**src/rtl/ssm_pkg.sv**
```systemverilog
// ssm_pkg: shared state encoding and access-field constants for the stream sample memory
package ssm_pkg;
  typedef enum logic [1:0] {IDLE, STREAM, DONE_ST} ssm_state_t;
  localparam logic MODE_RANDOM = 1'b0;
  localparam logic MODE_STREAM = 1'b1;
  localparam logic RW_WRITE = 1'b0;
  localparam logic RW_READ = 1'b1;
endpackage

```
**src/rtl/ssm_addr_ptr.sv**
```systemverilog
// ssm_addr_ptr: loadable, enabled modulo-2**ADDR_W address counter with terminal-count flag
module ssm_addr_ptr #(
  parameter int ADDR_W = 6
) (
  input  logic              CLK,
  input  logic              RST,
  input  logic              load,
  input  logic [ADDR_W-1:0] load_val,
  input  logic              en,
  output logic [ADDR_W-1:0] ptr,
  output logic              tc
);
  always_ff @(posedge CLK)
    if (!RST) ptr <= '0;
    else if (load) ptr <= load_val;
    else if (en) ptr <= ptr + ADDR_W'(1);
  assign tc = &ptr;
endmodule

```
**src/rtl/stream_sample_mem.sv**
```systemverilog
// stream_sample_mem: single-port sample memory with random access and an auto-incrementing stream pointer
module stream_sample_mem
  import ssm_pkg::*;
#(
  parameter int DATA_W = 15,
  parameter int ADDR_W = 6,
  parameter bit WRAP_EN = 1'b1
) (
  input  logic              CLK,
  input  logic              RST,
  input  logic              CS,
  input  logic              RW,
  input  logic              MODE,
  input  logic              START,
  input  logic [ADDR_W-1:0] ADD,
  input  logic [DATA_W-1:0] DATAIN,
  output logic [DATA_W-1:0] DATAOUT,
  output logic              DOUT_VALID,
  output logic [ADDR_W-1:0] PTR,
  output logic              WRAP_PULSE,
  output logic              DONE
);
  localparam int DEPTH = 2 ** ADDR_W;
  logic [DATA_W-1:0] mem [DEPTH];
  ssm_state_t state, state_n;
  logic load, en, acc, tc, wrap, done_n;
  logic [ADDR_W-1:0] addr, load_val;
  ssm_addr_ptr #(.ADDR_W(ADDR_W)) u_ptr (
    .CLK(CLK),
    .RST(RST),
    .load(load),
    .load_val(load_val),
    .en(en),
    .ptr(PTR),
    .tc(tc)
  );
  // START takes priority over the current stream state; a stream access at the top either wraps or ends
  always_comb begin
    state_n = state;
    load = 1'b0;
    en = 1'b0;
    acc = 1'b0;
    wrap = 1'b0;
    done_n = DONE;
    addr = ADD;
    load_val = ADD;
    if (MODE == MODE_RANDOM) acc = CS;
    else if (MODE == MODE_STREAM && START) begin
      state_n = STREAM;
      load = 1'b1;
      done_n = 1'b0;
      acc = CS;
      load_val = CS ? ADD + ADDR_W'(1) : ADD;
      wrap = CS && tc_of(ADD);
    end else if (state == STREAM) begin
      addr = PTR;
      acc = CS;
      en = CS && (WRAP_EN || !tc);
      wrap = CS && tc && WRAP_EN;
      done_n = (CS && tc && !WRAP_EN) ? 1'b1 : DONE;
      state_n = (CS && tc && !WRAP_EN) ? DONE_ST : STREAM;
    end
  end
  function automatic logic tc_of(input logic [ADDR_W-1:0] a);
    return &a;
  endfunction
  always_ff @(posedge CLK)
    if (!RST) begin
      state <= IDLE;
      DATAOUT <= '0;
      DOUT_VALID <= 1'b0;
      WRAP_PULSE <= 1'b0;
      DONE <= 1'b0;
    end else begin
      state <= state_n;
      DONE <= done_n;
      WRAP_PULSE <= wrap;
      DOUT_VALID <= acc && RW == RW_READ;
      if (acc && RW == RW_READ) DATAOUT <= mem[addr];
    end
  always_ff @(posedge CLK)
    if (RST && acc && RW == RW_WRITE) mem[addr] <= DATAIN;
endmodule

```
**config.mk**
```make
export PLATFORM = sky130hd
export DESIGN_NAME = stream_sample_mem
export DESIGN_NICKNAME = d
export VERILOG_FILES = /design/src/rtl/ssm_pkg.sv /design/src/rtl/ssm_addr_ptr.sv /design/src/rtl/stream_sample_mem.sv
export SDC_FILE = /design/constraint.sdc
export NUM_CORES = 1
export LEC_CHECK = 0
export CORE_MARGIN = 8
export CORE_UTILIZATION = 55
export CTS_CLUSTER_SIZE = 8
export DETAILED_ROUTE_END_ITERATION = 10
export GPL_ROUTABILITY_DRIVEN = 1
export PLACE_DENSITY = 0.78
export REMOVE_ABC_BUFFERS = 1
export SYNTH_ARGS = -nofsm -noshare
export SYNTH_HDL_FRONTEND = slang
export SYNTH_HIERARCHICAL = 1
export SYNTH_SLANG_ARGS = --single-unit
```
**constraint.sdc**
```tcl
create_clock -name CLK -period 8.52 [get_ports CLK]
set_input_delay 0.852 -clock CLK [delete_from_list [all_inputs] [get_ports CLK]]
set_output_delay 0.852 -clock CLK [all_outputs]
set_load 0.1 [all_outputs]
```
==> qor.csv, run 1 <==
stage,metric,value,unit
logic_synthesis,Synth Flop Type,edfxtp_1,
hold_path,worst min path class,flop to flop,
clock_tree,CTS root buf,clkbuf_16,
placed_design,Place WS,3.486,ns
timing,worst slew pin tran,1.369,ns
die,Cell Rows,96,
global_routing,first-pass GRT wire length,153.9,mm
die,DIE AREA,77150,um^2
route,initial DRC count,3807,
timing,fin. max-slew vios,0,
route,via count normalized by instance count,7.017,
route,Wirelength per Cell,32.34,um
global_routing,initial antenna violation count,1,
global_routing,GRT Util Overall,27.07,%
setup_path,WP buf/inv,2,
route,drt drc,0,
timing,worst rel slew slack,8.716,%
cells_and_area,Area Overhead vs Synth,15.34,%
outcome,status,completed,
clock_tree,CTS buffer count,140,
timing,Fin Clk Skew,0.03484,ns
setup_path,CP max stage cell,nor3b_1,
placed_design,GP Congestion,0.9294,
setup_path,Worst EP arrival,4.83,ns
clock_tree,worst-skew pair later-pin latency,0.74,ns
logic_synthesis,Yosys top cell by area,edfxtp_1,
clock_tree,CTS resizes,0,
logic_synthesis,commonest cells in the netlist,"960 x edfxtp_1, 165 x a22oi_1, 162 x mux2i_1",
clock_tree,clk slew on worst S/H paths,0.05,ns
clock_tree,H-tree levels,4,
die,Die X,277.8,um
logic_synthesis,Seq cells post-synth,984,
logic_synthesis,Post-synth EDFFs,960,
logic_synthesis,Post-Syn Instances,2219,
timing,TNS Setup,0,ns
timing,final hold slack,0.5961,ns
clock_tree,CTS Hold Bufs,0,
cells_and_area,number of nets in the layout,2410,
setup_path,Startpoint Class,input pin,
clock_tree,clk buf depth,3,
clock_tree,Post-CTS Setup Bufs,0,
logic_synthesis,main area contributors after synthesis,"edfxtp_1 76%, mux2i_1 4.3%, a22oi_1 3.3%, a221oi_1 1.4%, a22o_1 1.4%",
die,I/O Pins,51,
timing,Tcrit/Tclk final,51.82,%
route,total iterations of the first detailed-routing run,8,
route,ANT nets after route,0,
die,area of the core,68230,um^2
timing,final setup fails,0,
timing,minimum clock period,4.415,ns
logic_synthesis,Post-Synthesis Cell Area,37680,um^2
global_routing,largest net degree at the start of global routing,101,
die,Initial Util,55.24,%
placed_design,DPL Wire Length,59.31,mm
cells_and_area,layout cells sized above 1,13.28,%
timing,worst setup margin,4.105,ns
setup_path,"Max FO, Critical Path",10,
logic_synthesis,"Async S/R FF share, synth",0,%
power_and_ir_drop,pwr dens,252.3,nW/um^2
logic_synthesis,Synth cell types,64,
setup_path,required time worst endpoint,8.94,ns
logic_synthesis,Synth top area share,76.50,%
setup_path,critical path endpoint category,flop,
run,Max Cap Viol,0,
power_and_ir_drop,Pleak,14.06,nW
timing,final hold vios,0,
logic_synthesis,most frequent cell after synthesis,edfxtp_1,
setup_path,Top delay family on crit path,simple AND/OR/NAND/NOR gates,
logic_synthesis,Mapped Avg Cell Area,16.98,um^2
setup_path,Worst path max stage delay,1.06,ns
placed_design,input/output buffers,49,
cells_and_area,n_diodes,0,
die,Die H,277.8,um
clock_tree,CTS tree,yes,
clock_tree,clk sinks,984,
global_routing,GRT overflow,0,
setup_path,"Cell Chain, Critical Path",clkdlybuf4s50_1 > o21ai_0 > nor3b_1 > nand2_1 > nor2_1 > buf_4,
logic_synthesis,register area share after synthesis,77.77,%
logic_synthesis,Synth warnings,6,
route,via count,23250,
global_routing,vias in the first global route,22600,
setup_path,crit path kind,input pin to flop,
power_and_ir_drop,peak supply drop,147.1,uV
cells_and_area,fillers,4418,
route,Routed Wire Length,107.2,mm
timing,fmax,226.5,MHz
timing,RSZ-0062 raised after global routing,false,
per-stage QoR:
stage          util (%)  area, um^2  std cells  total power, mW
2_1_floorplan         -       37000       2078            5.726
3_3_place_gp      57.92       39520       3121            5.992
3_5_place_dp      57.92       39520       3121            6.005
4_1_cts           63.71       43470       3314            10.96
5_1_grt           63.71       43470       3314            11.19
6_report          63.71       43470       3314            10.97
cell usage in the layout, fill, tap and decap left out, types with 10 or more instances in the layout:
| master | n |
|---|---|
| mux2_2 | 14 |
| nand3_1 | 24 |
| nand2_1 | 115 |
| o22ai_1 | 60 |
| a31oi_1 | 56 |
| mux2i_1 | 159 |
| o21ai_0 | 60 |
| dfxtp_1 | 24 |
| a221oi_1 | 60 |
| a22o_1 | 60 |
| clkbuf_1 | 38 |
| edfxtp_1 | 960 |
| nand4b_1 | 22 |
| buf_4 | 108 |
| a22oi_1 | 165 |
| a21oi_1 | 44 |
| nand4_1 | 13 |
| buf_2 | 15 |
| and3_1 | 13 |
| clkdlybuf4s50_1 | 34 |
| o211ai_1 | 10 |
| nor3_1 | 18 |
| clkbuf_16 | 141 |
| nor2_1 | 80 |
path summary, 6_finish.rpt:
check | startpoint | end | slack [ns] | depth (start not counted)
worst min register to register | state[0] | state[0] | 0.60 | 1
worst min-delay path | state[0] | state[0] | 0.60 | 1
worst max register to register | state[0] | DATAOUT[12] | 4.39 | 9
worst max-delay path | CS | mem[4][4] | 4.10 | 6
area by class of cell:
| type | instances | area, um^2 | share of cell area [%] |
|---|---|---|---|
| Clock buffer | 179 | 3671 | 8.446 |
| Clock inverter | 14 | 277.8 | 0.6391 |
| Inverter | 3 | 11.26 | 0.02591 |
| Multi-Input combinational cell | 1091 | 7787 | 17.92 |
| Sequential cell | 984 | 29310 | 67.43 |
| Tap cell | 882 | 1104 | 2.539 |
| Timing Repair Buffer | 161 | 1306 | 3.005 |
power by group:
part	total [mW]	switching (mW)	internal (mW)
logic	0.589	0.434	0.155
clock network	5.03	2.02	3.01
registers	5.35	0.0164	5.33
registers in the layout, summed over array words and instances, names as in the netlist:
register	flops
WRAP_PULSE	1
u_ptr/ptr	6
mem	960
DOUT_VALID	1
state	1
DATAOUT	15
kinds of logic (layout without fill, tap and decap cells):
group | Yosys count | after routing | share of synthesized area, %
DFF | 984 | 984 | 77.77
AOI/OAI and AO/OA | 566 | 566 | 10.83
and+or+nand+nor | 330 | 330 | 4.303
muxes | 183 | 183 | 4.974
buffers and inverters | 144 | 357 | 1.839
xor gates and xnor gates | 9 | 9 | 0.2092
adders and majority gates | 2 | 2 | 0.06639
other | 1 | 1 | 0.009951
layer usage:
metal  up-vias  global-route usage, %  share of wire (%)
met5         -                      0                  0
met4         0                  13.13                4.9
met3       344                  8.125                 14
met2      2030                  41.01                 46
met1     11530                  35.75                 35
li1       9350                      -                  -
Power figures use the tool's default switching activity.
==> run 2, diff against run 1 <==
Clock period 8.52 ns to 4.3 ns, I/O delays scaled along.
==> run 2 against run 1 <==
  * Die area stayed put
  * Flip-flop and latch count unchanged
  * Clock skew increased by 0.0035 ns
  * Clock power increased by 98%
  * Global-route usage up 0.55 points
  * First-iteration DRC count about the same
  * Combinational power is 110% higher
  * Worst hold slack lost 0.31 ns
  * Sequential share of layout area shrank 1.1 points
==> qor.csv, run 2 (synthesis results as in run 1) <==
stage,metric,value,unit,change
die,DIE AREA,77150,um^2,unchanged
run,Max Cap Viol,0,,unchanged
setup_path,critical register-to-register path startpoint,state[0],,
setup_path,required time worst endpoint,4.86,ns,-4.08 ns
outcome,status,completed,,
route,M1 WL,36.94,mm,-1.3%
die,Die H,277.8,um,unchanged
route,Routed Wire Length,108.6,mm,+1.3%
cells_and_area,fillers,4375,,-0.97%
route,drt drc,0,,unchanged
timing,fin. max-slew vios,0,,unchanged
die,Die X,277.8,um,unchanged
clock_tree,Post-CTS Setup Bufs,0,,unchanged
global_routing,GRT Util Overall,27.62,%,+0.55 points
route,total iterations of the first detailed-routing run,6,,-2
placed_design,GP Congestion,0.9788,,+5.3%
setup_path,WP buf/inv,2,,unchanged
setup_path,Worst EP arrival,4.53,ns,-0.30 ns
clock_tree,CTS buffer count,141,,+0.71%
die,Cell Rows,96,,unchanged
die,I/O Pins,51,,unchanged
clock_tree,CTS Hold Bufs,0,,unchanged
cells_and_area,n_diodes,0,,unchanged
cells_and_area,multi-input logic area,7787,um^2,unchanged
cells_and_area,layout cells sized above 1,15.78,%,+2.5 points
route,met3 WL post-DR,16.05,mm,+4.6%
timing,Tcrit/Tclk final,92.34,%,
setup_path,r2r setup slk,0.33,ns,-4.06 ns
cells_and_area,Top Registers,"mem (960), DATAOUT (15), u_ptr/ptr (6)",,
clock_tree,worst-skew pair later-pin latency,0.74,ns,about the same
cells_and_area,most frequent cells in the layout,"960 x edfxtp_1, 167 x buf_4, 165 x a22oi_1",,
cells_and_area,fin util,64.78,%,+1.1 points
die,area of the core,68230,um^2,unchanged
setup_path,Startpoint Class,flop,,
cells_and_area,max reg flops,960,,unchanged
placed_design,Place WS,-0.06057,ns,-3.547 ns
route,uppermost layer routed,met5,,
global_routing,vias in the first global route,23070,,+2.1%
clock_tree,CTS root buf,clkbuf_16,,
cells_and_area,Seq. cell area,29310,um^2,unchanged
global_routing,GRT overflow,0,,unchanged
timing,RSZ-0062 raised after global routing,false,,
setup_path,CP max stage cell,nor4_1,,
route,via count,23480,,+0.98%
setup_path,critical path endpoint category,flop,,
setup_path,crit path kind,flop to flop,,
hold_path,worst min path class,input pin to flop,,
placed_design,input/output buffers,49,,unchanged
global_routing,initial antenna violation count,6,,+5
route,via count normalized by instance count,6.923,,-1.3%
clock_tree,clk sinks,984,,unchanged
setup_path,"Max FO, Critical Path",15,,+5
setup_path,crit path to,DATAOUT[7],,
setup_path,Worst path max stage delay,1.01,ns,-0.05 ns
clock_tree,CTS tree,yes,,
clock_tree,clk slew on worst S/H paths,0.05,ns,about the same
power_and_ir_drop,Pleak,14.49,nW,+3.1%
cells_and_area,number of nets in the layout,2482,,+3.0%
power_and_ir_drop,pwr dens,493.7,nW/um^2,+96%
timing,worst rel slew slack,11.02,%,+2.3 points
setup_path,reg2reg end,DATAOUT[7],,
setup_path,"Cell Chain, Critical Path",and3b_1 > buf_4 > mux2_2 > nand2_1 > buf_4 > a31oi_1 > nor4_1 > a31oi_1,,
timing,final hold vios,0,,unchanged
clock_tree,clk buf depth,3,,unchanged
global_routing,first-pass GRT wire length,156.4,mm,+1.6%
placed_design,Inst Count DP,3192,,+2.3%
setup_path,Worst R2R Path Depth,8,,-1
power_and_ir_drop,peak supply drop,309.4,uV,+110%
timing,minimum clock period,3.971,ns,
clock_tree,CTS resizes,0,,unchanged
timing,fmax,251.8,MHz,
cells_and_area,non-filler instance count after layout,3392,,+2.4%
power_and_ir_drop,total power,21.82,mW,+99%
route,initial DRC count,3808,,+0.026%
clock_tree,H-tree levels,4,,unchanged
timing,Fin Clk Skew,0.03833,ns,+0.003486 ns
timing,final setup fails,0,,unchanged
setup_path,Top delay family on crit path,simple AND/OR/NAND/NOR gates,,
global_routing,largest net degree at the start of global routing,65,,-36%
cells_and_area,Reg with most FFs,mem,,
cells_and_area,Area Overhead vs Synth,17.27,%,
setup_path,CP startpoint,state[0],,
timing,worst slew pin tran,1.335,ns,-0.03449 ns
setup_path,Critical Path Stages,8,,+2
route,met2 WL,49.40,mm,+0.66%
die,Initial Util,55.24,%,unchanged
route,Wirelength per Cell,32.01,um,-1.0%
timing,worst setup margin,0.3292,ns,-3.776 ns
cells_and_area,"commonest non-fill, non-tap cell in the layout",edfxtp_1,,
placed_design,DPL Wire Length,64.07,mm,+8.0%
route,ANT nets after route,0,,unchanged
[run 2: final cells by class]
class | instances | share of cell area, %
multi-input cells | 1091 | 17.62
repair buffers | 232 | 4.502
flip-flops and latches | 984 | 66.32
clock buffers | 185 | 8.406
clock inverters | 15 | 0.6314
inverters | 3 | 0.02548
well taps | 882 | 2.497
[run 2: report_power, final]
| part | total [mW] | internal [mW] | switching (mW) |
|---|---|---|---|
| clock network | 9.98 | 6.02 | 3.96 |
| logic | 1.23 | 0.354 | 0.874 |
| registers | 10.6 | 10.6 | 0.0413 |
| total | 21.8 | 16.9 | 4.87 |
[run 2: how the worst min path moves through the flow]
| stage | start | end | slack, ns | depth (start not counted) |
|---|---|---|---|---|
| floorplan | state[0] | state[0] | 0.49 | 1 |
| global placement | state[0] | state[0] | 0.56 | 1 |
| detailed placement | state[0] | state[0] | 0.55 | 1 |
| CTS | DATAIN[12] | mem[44][12] | 0.26 | 1 |
| global route | DATAIN[12] | mem[40][12] | 0.29 | 1 |
| finish | DATAIN[12] | mem[58][12] | 0.29 | 1 |
[run 2: stage by stage]
stage,instance area (um^2),setup TNS [ns],hold WS [ns]
global route,44190,0,0.2852
CTS,44190,0,0.2636
detailed placement,40200,-0.06057,0.5481
global placement,40200,-0.07014,0.5571
floorplan,37000,-560.58,0.4937
finish,44190,0,0.2904
[run 2: worst register-to-register path: cells and delay by family, from the launching register on]
family | cells | cell delay [ns]
DFF | 1 | 0.40
muxes | 1 | 0.47
buffers and inverters | 2 | 0.71
AOI/OAI and AO/OA | 2 | 0.29
and+or+nand+nor | 3 | 1.92
[run 2: metal layers]
metal | up-vias | global-route usage [%]
met2 | 2025 | 42.66
met3 | 398 | 9.016
met5 | - | 0
met4 | 12 | 13.89
li1 | 9533 | -
met1 | 11520 | 35.05
